$ cat src/rtl/apb4_crc_mst.sv
// APB4 initiator that runs a multi-word CRC job on the CRC peripheral, chaining the raw CRC state
// through INIT between words. Optional macro CRC_MST_TIMEOUT_EN bounds STAT polling to POLL_MAX reads.
module apb4_crc_mst #(
  parameter logic [31:0] BASE_ADDR = 32'h0000_0000,
  parameter int unsigned LEN_WIDTH = 16,
  parameter int unsigned POLL_MAX  = 16
) (
  input  logic                 clk_i,
  input  logic                 rst_i,
  input  logic                 start_i,
  input  logic [1:0]           mode_i,
  input  logic [1:0]           size_i,
  input  logic                 revin_i,
  input  logic                 revout_i,
  input  logic [31:0]          init_i,
  input  logic [31:0]          xorv_i,
  input  logic [LEN_WIDTH-1:0] len_i,
  input  logic [31:0]          word_i,
  input  logic                 word_valid_i,
  output logic                 word_ready_o,
  output logic                 busy_o,
  output logic                 done_o,
  output logic                 err_o,
  output logic [31:0]          result_o,
  output logic [31:0]          paddr_o,
  output logic                 psel_o,
  output logic                 penable_o,
  output logic                 pwrite_o,
  output logic [31:0]          pwdata_o,
  output logic [3:0]           pstrb_o,
  input  logic                 pready_i,
  input  logic [31:0]          prdata_i,
  input  logic                 pslverr_i
);

  localparam logic [31:0] OFF_CTRL = 32'h00;
  localparam logic [31:0] OFF_INIT = 32'h04;
  localparam logic [31:0] OFF_XORV = 32'h08;
  localparam logic [31:0] OFF_DATA = 32'h0C;
  localparam logic [31:0] OFF_STAT = 32'h10;

  typedef enum logic [3:0] {
    S_IDLE, S_CFG_XORV, S_CFG_CTRL, S_WR_INIT, S_WAIT_WORD, S_LAST_CTRL,
    S_LAST_XORV, S_WR_DATA, S_POLL, S_RD_RES, S_FIN
  } state_e;

  state_e               state_q, state_d;
  logic                 acc_q, acc_d;
  logic                 busy_q, busy_d;
  logic                 done_q, done_d;
  logic                 err_q, err_d;
  logic [1:0]           mode_q, mode_d;
  logic [1:0]           size_q, size_d;
  logic                 revin_q, revin_d;
  logic                 revout_q, revout_d;
  logic [31:0]          xorv_q, xorv_d;
  logic [31:0]          chain_q, chain_d;
  logic [LEN_WIDTH-1:0] cnt_q, cnt_d;
  logic [31:0]          word_q, word_d;
  logic                 last_q, last_d;
  logic [31:0]          result_q, result_d;
  logic                 apb_act, xfer_ok, abort;
`ifdef CRC_MST_TIMEOUT_EN
  localparam int unsigned PW = $clog2(POLL_MAX) + 1;
  localparam logic [PW-1:0] POLL_LAST = PW'(POLL_MAX - 1);
  logic [PW-1:0] poll_q, poll_d;
`endif

  always_comb begin
    state_d = state_q;   acc_d = acc_q;       busy_d = busy_q;
    done_d = 1'b0;       err_d = 1'b0;        mode_d = mode_q;
    size_d = size_q;     revin_d = revin_q;   revout_d = revout_q;
    xorv_d = xorv_q;     chain_d = chain_q;   cnt_d = cnt_q;
    word_d = word_q;     last_d = last_q;     result_d = result_q;
    psel_o = 1'b0;       penable_o = 1'b0;    pwrite_o = 1'b0;
    paddr_o = 32'd0;     pwdata_o = 32'd0;    word_ready_o = 1'b0;
    apb_act = 1'b0;      xfer_ok = 1'b0;      abort = 1'b0;
`ifdef CRC_MST_TIMEOUT_EN
    poll_d = poll_q;
`endif

    // Transfer attributes depend only on the state, so they hold across wait states.
    case (state_q)
      S_CFG_XORV:  begin apb_act = 1'b1; pwrite_o = 1'b1; paddr_o = BASE_ADDR + OFF_XORV; end
      S_CFG_CTRL:  begin apb_act = 1'b1; pwrite_o = 1'b1; paddr_o = BASE_ADDR + OFF_CTRL;
                         pwdata_o = {25'd0, size_q, mode_q, 1'b0, revin_q, 1'b1}; end
      S_WR_INIT:   begin apb_act = 1'b1; pwrite_o = 1'b1; paddr_o = BASE_ADDR + OFF_INIT;
                         pwdata_o = chain_q; end
      S_LAST_CTRL: begin apb_act = 1'b1; pwrite_o = 1'b1; paddr_o = BASE_ADDR + OFF_CTRL;
                         pwdata_o = {25'd0, size_q, mode_q, revout_q, revin_q, 1'b1}; end
      S_LAST_XORV: begin apb_act = 1'b1; pwrite_o = 1'b1; paddr_o = BASE_ADDR + OFF_XORV;
                         pwdata_o = xorv_q; end
      S_WR_DATA:   begin apb_act = 1'b1; pwrite_o = 1'b1; paddr_o = BASE_ADDR + OFF_DATA;
                         pwdata_o = word_q; end
      S_POLL:      begin apb_act = 1'b1; paddr_o = BASE_ADDR + OFF_STAT; end
      S_RD_RES:    begin apb_act = 1'b1; paddr_o = BASE_ADDR + OFF_DATA; end
      S_FIN:       begin apb_act = 1'b1; pwrite_o = 1'b1; paddr_o = BASE_ADDR + OFF_CTRL; end
      default: ;
    endcase

    if (apb_act) begin
      psel_o    = 1'b1;
      penable_o = acc_q;
      if (!acc_q) begin
        acc_d = 1'b1;
      end else if (pready_i) begin
        acc_d = 1'b0;
        if (pslverr_i) abort = 1'b1;
        else           xfer_ok = 1'b1;
      end
    end

    case (state_q)
      S_IDLE: begin
        if (start_i) begin
          if (len_i == '0) begin
            done_d = 1'b1;
            err_d  = 1'b1;
          end else begin
            mode_d = mode_i;   size_d = size_i;   revin_d = revin_i;  revout_d = revout_i;
            xorv_d = xorv_i;   chain_d = init_i;  cnt_d = len_i;      busy_d = 1'b1;
            acc_d  = 1'b0;     state_d = S_CFG_XORV;
          end
        end
      end
      S_CFG_XORV:  if (xfer_ok) state_d = S_CFG_CTRL;
      S_CFG_CTRL:  if (xfer_ok) state_d = S_WR_INIT;
      S_WR_INIT:   if (xfer_ok) state_d = S_WAIT_WORD;
      S_WAIT_WORD: begin
        word_ready_o = 1'b1;
        if (word_valid_i) begin
          word_d  = word_i;
          cnt_d   = cnt_q - LEN_WIDTH'(1);
          last_d  = (cnt_q == LEN_WIDTH'(1));
          state_d = (cnt_q == LEN_WIDTH'(1)) ? S_LAST_CTRL : S_WR_DATA;
        end
      end
      S_LAST_CTRL: if (xfer_ok) state_d = S_LAST_XORV;
      S_LAST_XORV: if (xfer_ok) state_d = S_WR_DATA;
      S_WR_DATA: begin
        if (xfer_ok) begin
          state_d = S_POLL;
`ifdef CRC_MST_TIMEOUT_EN
          poll_d = '0;
`endif
        end
      end
      S_POLL: begin
        if (xfer_ok && prdata_i[0]) begin
          state_d = S_RD_RES;
        end
`ifdef CRC_MST_TIMEOUT_EN
        else if (xfer_ok) begin
          if (poll_q == POLL_LAST) abort = 1'b1;
          else                     poll_d = poll_q + PW'(1);
        end
`endif
      end
      S_RD_RES: begin
        if (xfer_ok) begin
          // Intermediate words run with revout=0/xorv=0, so DATA is the raw state to chain.
          if (last_q) begin result_d = prdata_i; state_d = S_FIN;     end
          else        begin chain_d  = prdata_i; state_d = S_WR_INIT; end
        end
      end
      S_FIN: begin
        if (xfer_ok) begin
          state_d = S_IDLE;
          busy_d  = 1'b0;
          done_d  = 1'b1;
        end
      end
      default: state_d = S_IDLE;
    endcase

    if (abort) begin
      state_d = S_IDLE;
      acc_d   = 1'b0;
      busy_d  = 1'b0;
      done_d  = 1'b1;
      err_d   = 1'b1;
    end
  end

  always_ff @(posedge clk_i or posedge rst_i) begin
    if (rst_i) begin
      state_q <= S_IDLE;  acc_q <= 1'b0;    busy_q <= 1'b0;   done_q <= 1'b0;
      err_q <= 1'b0;      mode_q <= 2'd0;   size_q <= 2'd0;   revin_q <= 1'b0;
      revout_q <= 1'b0;   xorv_q <= 32'd0;  chain_q <= 32'd0; cnt_q <= '0;
      word_q <= 32'd0;    last_q <= 1'b0;   result_q <= 32'd0;
`ifdef CRC_MST_TIMEOUT_EN
      poll_q <= '0;
`endif
    end else begin
      state_q <= state_d;  acc_q <= acc_d;    busy_q <= busy_d;   done_q <= done_d;
      err_q <= err_d;      mode_q <= mode_d;  size_q <= size_d;   revin_q <= revin_d;
      revout_q <= revout_d; xorv_q <= xorv_d; chain_q <= chain_d; cnt_q <= cnt_d;
      word_q <= word_d;    last_q <= last_d;  result_q <= result_d;
`ifdef CRC_MST_TIMEOUT_EN
      poll_q <= poll_d;
`endif
    end
  end

  assign busy_o   = busy_q;
  assign done_o   = done_q;
  assign err_o    = err_q;
  assign result_o = result_q;
  assign pstrb_o  = 4'hF;

endmodule

$ cat config.mk
export PLATFORM = sky130hd
export DESIGN_NAME = apb4_crc_mst
export DESIGN_NICKNAME = d
export VERILOG_FILES = /design/src/rtl/apb4_crc_mst.sv
export SDC_FILE = /design/constraint.sdc
export NUM_CORES = 1
export LEC_CHECK = 0
export ABC_AREA = 1
export CORE_UTILIZATION = 43
export DETAILED_ROUTE_END_ITERATION = 16
export GPL_ROUTABILITY_DRIVEN = 0
export PLACE_DENSITY = 0.88
export SYNTH_ARGS = -nofsm -noshare
export SYNTH_HDL_FRONTEND = slang
export SYNTH_SLANG_ARGS = --single-unit
$ cat constraint.sdc
create_clock -name clk_i -period 5.9 [get_ports clk_i]
set_input_delay 1.77 -clock clk_i [delete_from_list [all_inputs] [get_ports clk_i]]
set_output_delay 1.77 -clock clk_i [all_outputs]
set_load 0.03 [all_outputs]
==> summary.txt, run 1 <==
Run status
  • Status: finished clean

Cells and area
  • Post-layout util: 0.592
  • Finished Layout Cells: 1527
  • Layout cells sized above 1: 0.0860
  • Filler cells: 1609
  • Area growth syn-to-layout: 33.8%
  • # diodes: 0
  • Commonest non-fill, non-tap cells in the layout: nand2_1, clkdlybuf4s50_1, dfrtp_1
  • Number of nets in the layout: 1412
  • Commonest non-fill, non-tap cell in the layout: nand2_1

Synthesis
  • Primary FF master, synth: dfrtp_1
  • Synth warn: 0
  • Async SR Flop Fraction: 1.00
  • Share of Yosys cell area claimed by the top area cell type: 0.477
  • Mapped cell area: 8330 um^2
  • Post-synth EDFFs: 0
  • Largest cells by area after synthesis: dfrtp_1, nand2_1, o21ai_0
  • Biggest area consumer among synthesized cells: dfrtp_1
  • Cell count after synthesis: 1051
  • Post-synthesis sequential area ratio: 0.477
  • Synth unique cells: 40
  • Syn Area/Cell: 7.93 um^2
  • FF+latch count, synth: 159

Timing
  • Slew Limit Fails: 0
  • Worst setup margin: 1170 ps
  • Slew headroom: 0.295
  • Worst-Margin Slew: 1060 ps
  • Setup violators final: 0
  • RSZ-0062 raised after global routing: no
  • Fmax: 0.211 GHz
  • Period utilization: 0.802
  • Final hold viol count: 0
  • Post-layout min period: 4730 ps
  • Min Hold Slack: 482 ps
  • TNS Setup: 0 ps
  • Setup Skew: 16.0 ps

GRT
  • Initial antenna violation count: 0
  • Largest net degree at the start of global routing: 104
  • GRT Overall Usage: 0.250
  • GR Overflow Total: 0
  • Vias in the first global route: 7390
  • First-pass GRT wire length: 38.2 mm

CTS
  • CTS Buf Count: 17
  • TritonCTS clock tree: yes
  • Post-CTS repair timing setup buffer count: 0
  • Post-CTS Resized: 0
  • CTS Buffer Depth: 2
  • Clk pin slew, worst setup/hold paths: 70 ps
  • Clock Sinks: 159
  • Hold_buf cts: 0
  • H-tree levels: 4
  • Later-pin clock latency in the skew report: 430 ps
  • Root Buffer: clkbuf_16

Power
  • Seq pwr share: 0.353
  • Comb power frac: 0.432
  • Cell Int Power: 2.86 mW
  • Leak pwr: 5.12 nW
  • P_sw: 2.21 mW
  • Clock power share: 0.215
  • Cell Pwr Density: 454 nW/um^2
  • Sw Ratio: 0.435
  • Max VDD drop: 0.247 mV

Min path
  • Hold Path Class: flip-flop to flip-flop

Worst setup path
  • Capturing point of the worst reg2reg path: result_o[26]
  • Worst reg2reg path depth: 6
  • Worst Setup SP: state_q[3]
  • CP required: 4130 ps
  • Critical path destination: pwdata_o[4]
  • Worst setup EP type: output port
  • Reg2reg start: state_q[3]
  • CP Launch Type: flip-flop
  • WS Path Type: flip-flop to output port
  • Reg-to-reg slack, setup: 3270 ps
  • CP Max Fanout: 26
  • Worst Path Arrival: 2960 ps

Floorplanning
  • Starting Density: 0.443
  • I/O pins: 263
  • DIE AREA: 19900 um^2
  • Die height: 141 um
  • Die X: 141 um
  • CORE AREA: 18800 um^2
  • Std-Cell Rows: 50

Drt
  • Vias post-DR: 7681
  • DRC viols: 0
  • DRT antenna net count: 0
  • Drt pass-1 iters: 6
  • DR WL/cell: 15.9 um
  • DR iter-0 viols: 483
  • Final WL: 24.3 mm
  • Via/cell ratio: 5.03

Job
  • Max cap viols: 0

Placed design
  • Placed insts: 1495
  • DP HPWL: 17.8 mm
  • Dpl ws: 1620 ps
  • Port Buffers: 229
[critical path, cell delays in order, from the launching register on]
cell             delay, ps
dfrtp_1                500
inv_2                  100
nand2_2                140
inv_2                   80
nand2_2                420
inv_2                  210
a221oi_1               330
o21ai_0                140
clkdlybuf4s50_1        620
[per-layer routing]
layer | GRT usage | vias up | part of all wire
met4 | 0.105 | 0 | 0.032
met2 | 0.404 | 355 | 0.47
met1 | 0.325 | 3593 | 0.42
met5 | 0 | - | 0
met3 | 0.0510 | 63 | 0.071
li1 | - | 3670 | -
[logic make-up (layout without fill, tap and decap cells)]
family | count (synthesis) | in the layout | share of synthesized area
DFF | 159 | 159 | 0.477
AOI/OAI and AO/OA | 211 | 211 | 0.154
buffers and inverters | 192 | 377 | 0.117
and+or+nand+nor | 484 | 484 | 0.247
xor gates and xnor gates | 1 | 1 | 0.00105
other | 2 | 33 | 0.000901
adders and majority gates | 2 | 2 | 0.00300
[how the worst min path moves through the flow]
stage / from / endpoint / slack, ps / depth (start not counted)
finish: word_q[13] / word_q[13] / 480 / 2
global route: word_q[15] / word_q[15] / 500 / 2
CTS: word_q[13] / word_q[13] / 480 / 2
detailed placement: word_q[13] / word_q[13] / 470 / 2
global placement: word_q[7] / word_q[7] / 460 / 2
floorplan: word_q[10] / word_q[10] / 450 / 2
[layout make-up]
type,instances,area [um^2],area share
multi-input cells,731,3500,0.314
flip-flops and latches,159,3980,0.357
clock inverters,15,166,0.0149
repair buffers,232,2330,0.209
inverters,113,430,0.0386
well taps,260,325,0.0292
clock buffers,17,425,0.0382
[through the flow]
| stage | instance area (um^2) | total power, mW |
|---|---|---|
| final | 11100 | 5.07 |
| after global placement | 10600 | 3.90 |
| after CTS | 11100 | 5.09 |
| after detailed placement | 10600 | 3.98 |
| after global routing | 11100 | 5.40 |
| after floorplan | 8450 | 3.35 |
[power by group through the flow]
stage               sequential (mW)  combinational [mW]  clock, mW
finish                         1.79                2.19       1.09
detailed placement             1.80                2.18          0
global placement               1.78                2.11          0
CTS                            1.78                2.20       1.11
global route                   1.83                2.41       1.16
floorplan                      1.71                1.63          0
[sequential cells by signal (all words and copies together) (netlist names), 2 cells and up]
name,cells
state_q,4
mode_q,2
cnt_q,16
chain_q,32
size_q,2
result_o,32
xorv_q,32
word_q,32
[Yosys cell counts (2+ instances only)]
cell type  instances
nand2_1          373
dfrtp_1          159
o21ai_0          118
inv_1            101
nor2_1            45
buf_4             37
nand3_1           32
o21ai_2           32
o211ai_1          25
buf_2             24
a21oi_1           11
buf_6             11
inv_2             11
o21ai_1           10
nand2_4            9
clkbuf_1           6
nand2_2            6
a31oi_1            4
nor2_4             4
a221oi_1           3
nor3_1             3
conb_1             2
ha_1               2
nand3_2            2
nand4_1            2
nor2_2             2
o21a_1             2
o22ai_1            2
or2_2              2
Note: power is estimated with default switching activity, not from simulation.
==> run 2, diff against run 1 <==
Settings changed: CORE_UTILIZATION 43 to 47, PLACE_DENSITY 0.88 to 0.91.
Clock period 5.9 ns to 4.55 ns, I/O delays scaled along.
==> run 2 against run 1 <==
Non-clock buffer count rose by 4. Power is 33% higher. Combinational power up 31%. Worst hold slack worse by 1.2 ps. Sequential power grew 29%. Global-route usage grew 2.8 points. Clock-buffer cell count increased by 1. Final area up 0.46%. Routed wire length up 1.4%. Clock power rose by 43%. Worst setup slack lost 870 ps. Critical path type unchanged. Critical endpoint is now pwdata_o[22]. Largest power group unchanged.
==> summary.txt, run 2 (synthesis results as in run 1) <==
CTS
  • CTS Buf Count: 17 (unchanged)
  • Post-CTS Resized: 0 (unchanged)
  • H-tree levels: 4 (unchanged)
  • Post-CTS repair timing setup buffer count: 0 (unchanged)
  • Later-pin clock latency in the skew report: 420 ps (about the same)
  • Hold_buf cts: 0 (unchanged)
  • Clock Sinks: 159 (unchanged)
  • TritonCTS clock tree: yes
  • Root Buffer: clkbuf_16
  • CTS Buffer Depth: 2 (unchanged)
  • Clk pin slew, worst setup/hold paths: 60 ps (about the same)

Drt
  • DR iter-0 viols: 494 (+2.3%)
  • DR WL/cell: 16.5 um (+3.5%)
  • Drt pass-1 iters: 5 (-1)
  • DRT antenna net count: 0 (unchanged)
  • Vias post-DR: 7742 (+0.79%)
  • Via/cell ratio: 5.18 (+2.9%)
  • Final WL: 24.6 mm (+1.4%)
  • DRC viols: 0 (unchanged)

Floorplanning
  • Die height: 135 um (-4.3%)
  • Starting Density: 0.482 (+0.0392)
  • DIE AREA: 18300 um^2 (-8.4%)
  • Die X: 135 um (-4.3%)
  • I/O pins: 263 (unchanged)
  • CORE AREA: 17300 um^2 (-8.1%)
  • Std-Cell Rows: 48 (-4.0%)

Timing
  • TNS Setup: 0 ps (unchanged)
  • Slew headroom: 0.411 (+0.116)
  • Setup violators final: 0 (unchanged)
  • Fmax: 0.235 GHz
  • Worst-Margin Slew: 884 ps (-173 ps)
  • Period utilization: 0.934
  • Setup Skew: 9.75 ps (-6.29 ps)
  • Final hold viol count: 0 (unchanged)
  • RSZ-0062 raised after global routing: no
  • Slew Limit Fails: 0 (unchanged)
  • Post-layout min period: 4250 ps

Placed design
  • Port Buffers: 229 (unchanged)
  • DP HPWL: 17.8 mm (+0.44%)

Worst setup path
  • WS Path Type: flip-flop to output port
  • Worst Path Buf+Inv: 3 (-1)
  • CP cell instances: nand2_2 -> inv_2 -> nand2_2 -> inv_2 -> nand2_1 -> o211ai_1 -> clkdlybuf4s50_1
  • Worst Path Arrival: 2880 ps (-80 ps)
  • Slowest stage cell, crit path: clkdlybuf4s50_1
  • CP Launch Type: flip-flop
  • Reg-to-reg slack, setup: 1890 ps (-1380 ps)
  • CP Max Fanout: 27 (+3.8%)
  • Worst setup EP type: output port
  • Delay-heaviest family, CP: buffers and inverters
  • CP required: 3180 ps (-950 ps)
  • CP peak stage delay: 730 ps (+110 ps)

Power
  • Sw Ratio: 0.416 (-0.0198)
  • Cell Int Power: 3.93 mW (+37%)
  • P_sw: 2.79 mW (+27%)
  • Leak pwr: 5.17 nW (+1.0%)
  • Cell Pwr Density: 600 nW/um^2 (+32%)
  • Max VDD drop: 0.375 mV (+52%)
  • Comb power frac: 0.425 (-0.007)
  • Seq pwr share: 0.343 (-0.010)
  • Pwr Total: 6.72 mW (+33%)
  • Clock power share: 0.232 (+0.017)

Cells and area
  • Commonest non-fill, non-tap cell in the layout: nand2_1
  • Commonest non-fill, non-tap cells in the layout: nand2_1, clkdlybuf4s50_1, dfrtp_1
  • Filler cells: 1424 (-11%)
  • Number of nets in the layout: 1416 (+0.28%)
  • Layout cells sized above 1: 0.0889 (+0.00288)
  • # diodes: 0 (unchanged)
  • Area growth syn-to-layout: 34.4%

Job
  • Max cap viols: 0 (unchanged)

GRT
  • GR Overflow Total: 0 (unchanged)
  • Largest net degree at the start of global routing: 72 (-31%)
  • First-pass GRT wire length: 38.6 mm (+0.94%)
  • Initial antenna violation count: 0 (unchanged)
  • Vias in the first global route: 7392 (+0.027%)
  • GRT Overall Usage: 0.278 (+0.0285)

Min path
  • Hold Path Class: flip-flop to flip-flop

Run status
  • Status: finished clean
[run 2: tightest hold or removal path, stage by stage, from the launching register on]
cell and delay [ps]:
dfrtp_1 340, nand2_1 50, nand2_1 50
[run 2: power by group through the flow]
stage / combinational [mW] / clock, mW / sequential [mW]
after floorplan: 2.12 / 0 / 2.22
after global placement: 2.76 / 0 / 2.29
after detailed placement: 2.85 / 0 / 2.31
after CTS: 2.86 / 1.58 / 2.30
after global routing: 3.16 / 1.63 / 2.36
final: 2.86 / 1.56 / 2.31
[run 2: cell type report]
cell class | instances | area, um^2 | area share
flip-flops and latches | 159 | 3980 | 0.355
multi-input cells | 731 | 3500 | 0.312
repair buffers | 236 | 2370 | 0.212
clock buffers | 18 | 439 | 0.0392
inverters | 113 | 430 | 0.0384
well taps | 225 | 282 | 0.0251
clock inverters | 14 | 205 | 0.0183
[run 2: final timing paths]
kind	to	start	cells after the start
setup reg to reg	result_o[25]	state_q[0]	6
min in group asynchronous	xorv_q[18]	rst_i	2
hold reg to reg	word_q[30]	word_q[30]	2
hold / removal	word_q[30]	word_q[30]	2
setup / recovery	pwdata_o[22]	state_q[2]	7
max in group asynchronous	chain_q[15]	rst_i	3
[run 2: through the flow]
| step | area, um^2 | utilization | hold slack, ps | instances | worst slack [ps] |
|---|---|---|---|---|---|
| floorplan | 8450 | - | 449 | 1082 | 1170 |
| global placement | 10600 | 0.610 | 463 | 1464 | 896 |
| detailed placement | 10600 | 0.610 | 466 | 1464 | 761 |
| CTS | 11200 | 0.648 | 483 | 1496 | 304 |
| global route | 11200 | 0.648 | 504 | 1496 | 173 |
| finish | 11200 | 0.648 | 481 | 1496 | 302 |
[run 2: routing by layer]
metal  GRT usage  vias to the layer above  part of all wire
met5           0                        -                 0
met4       0.128                        0             0.032
met3      0.0658                       56             0.075
met2       0.448                      358              0.48
met1       0.355                     3651              0.41
li1            -                     3677                 -
==> run 3, diff against run 2 <==
Settings changed: SETUP_SLACK_MARGIN set to 0.02.
==> results of run 3 <==
The final DEF is identical to that of run 2; final timing and power are the same.
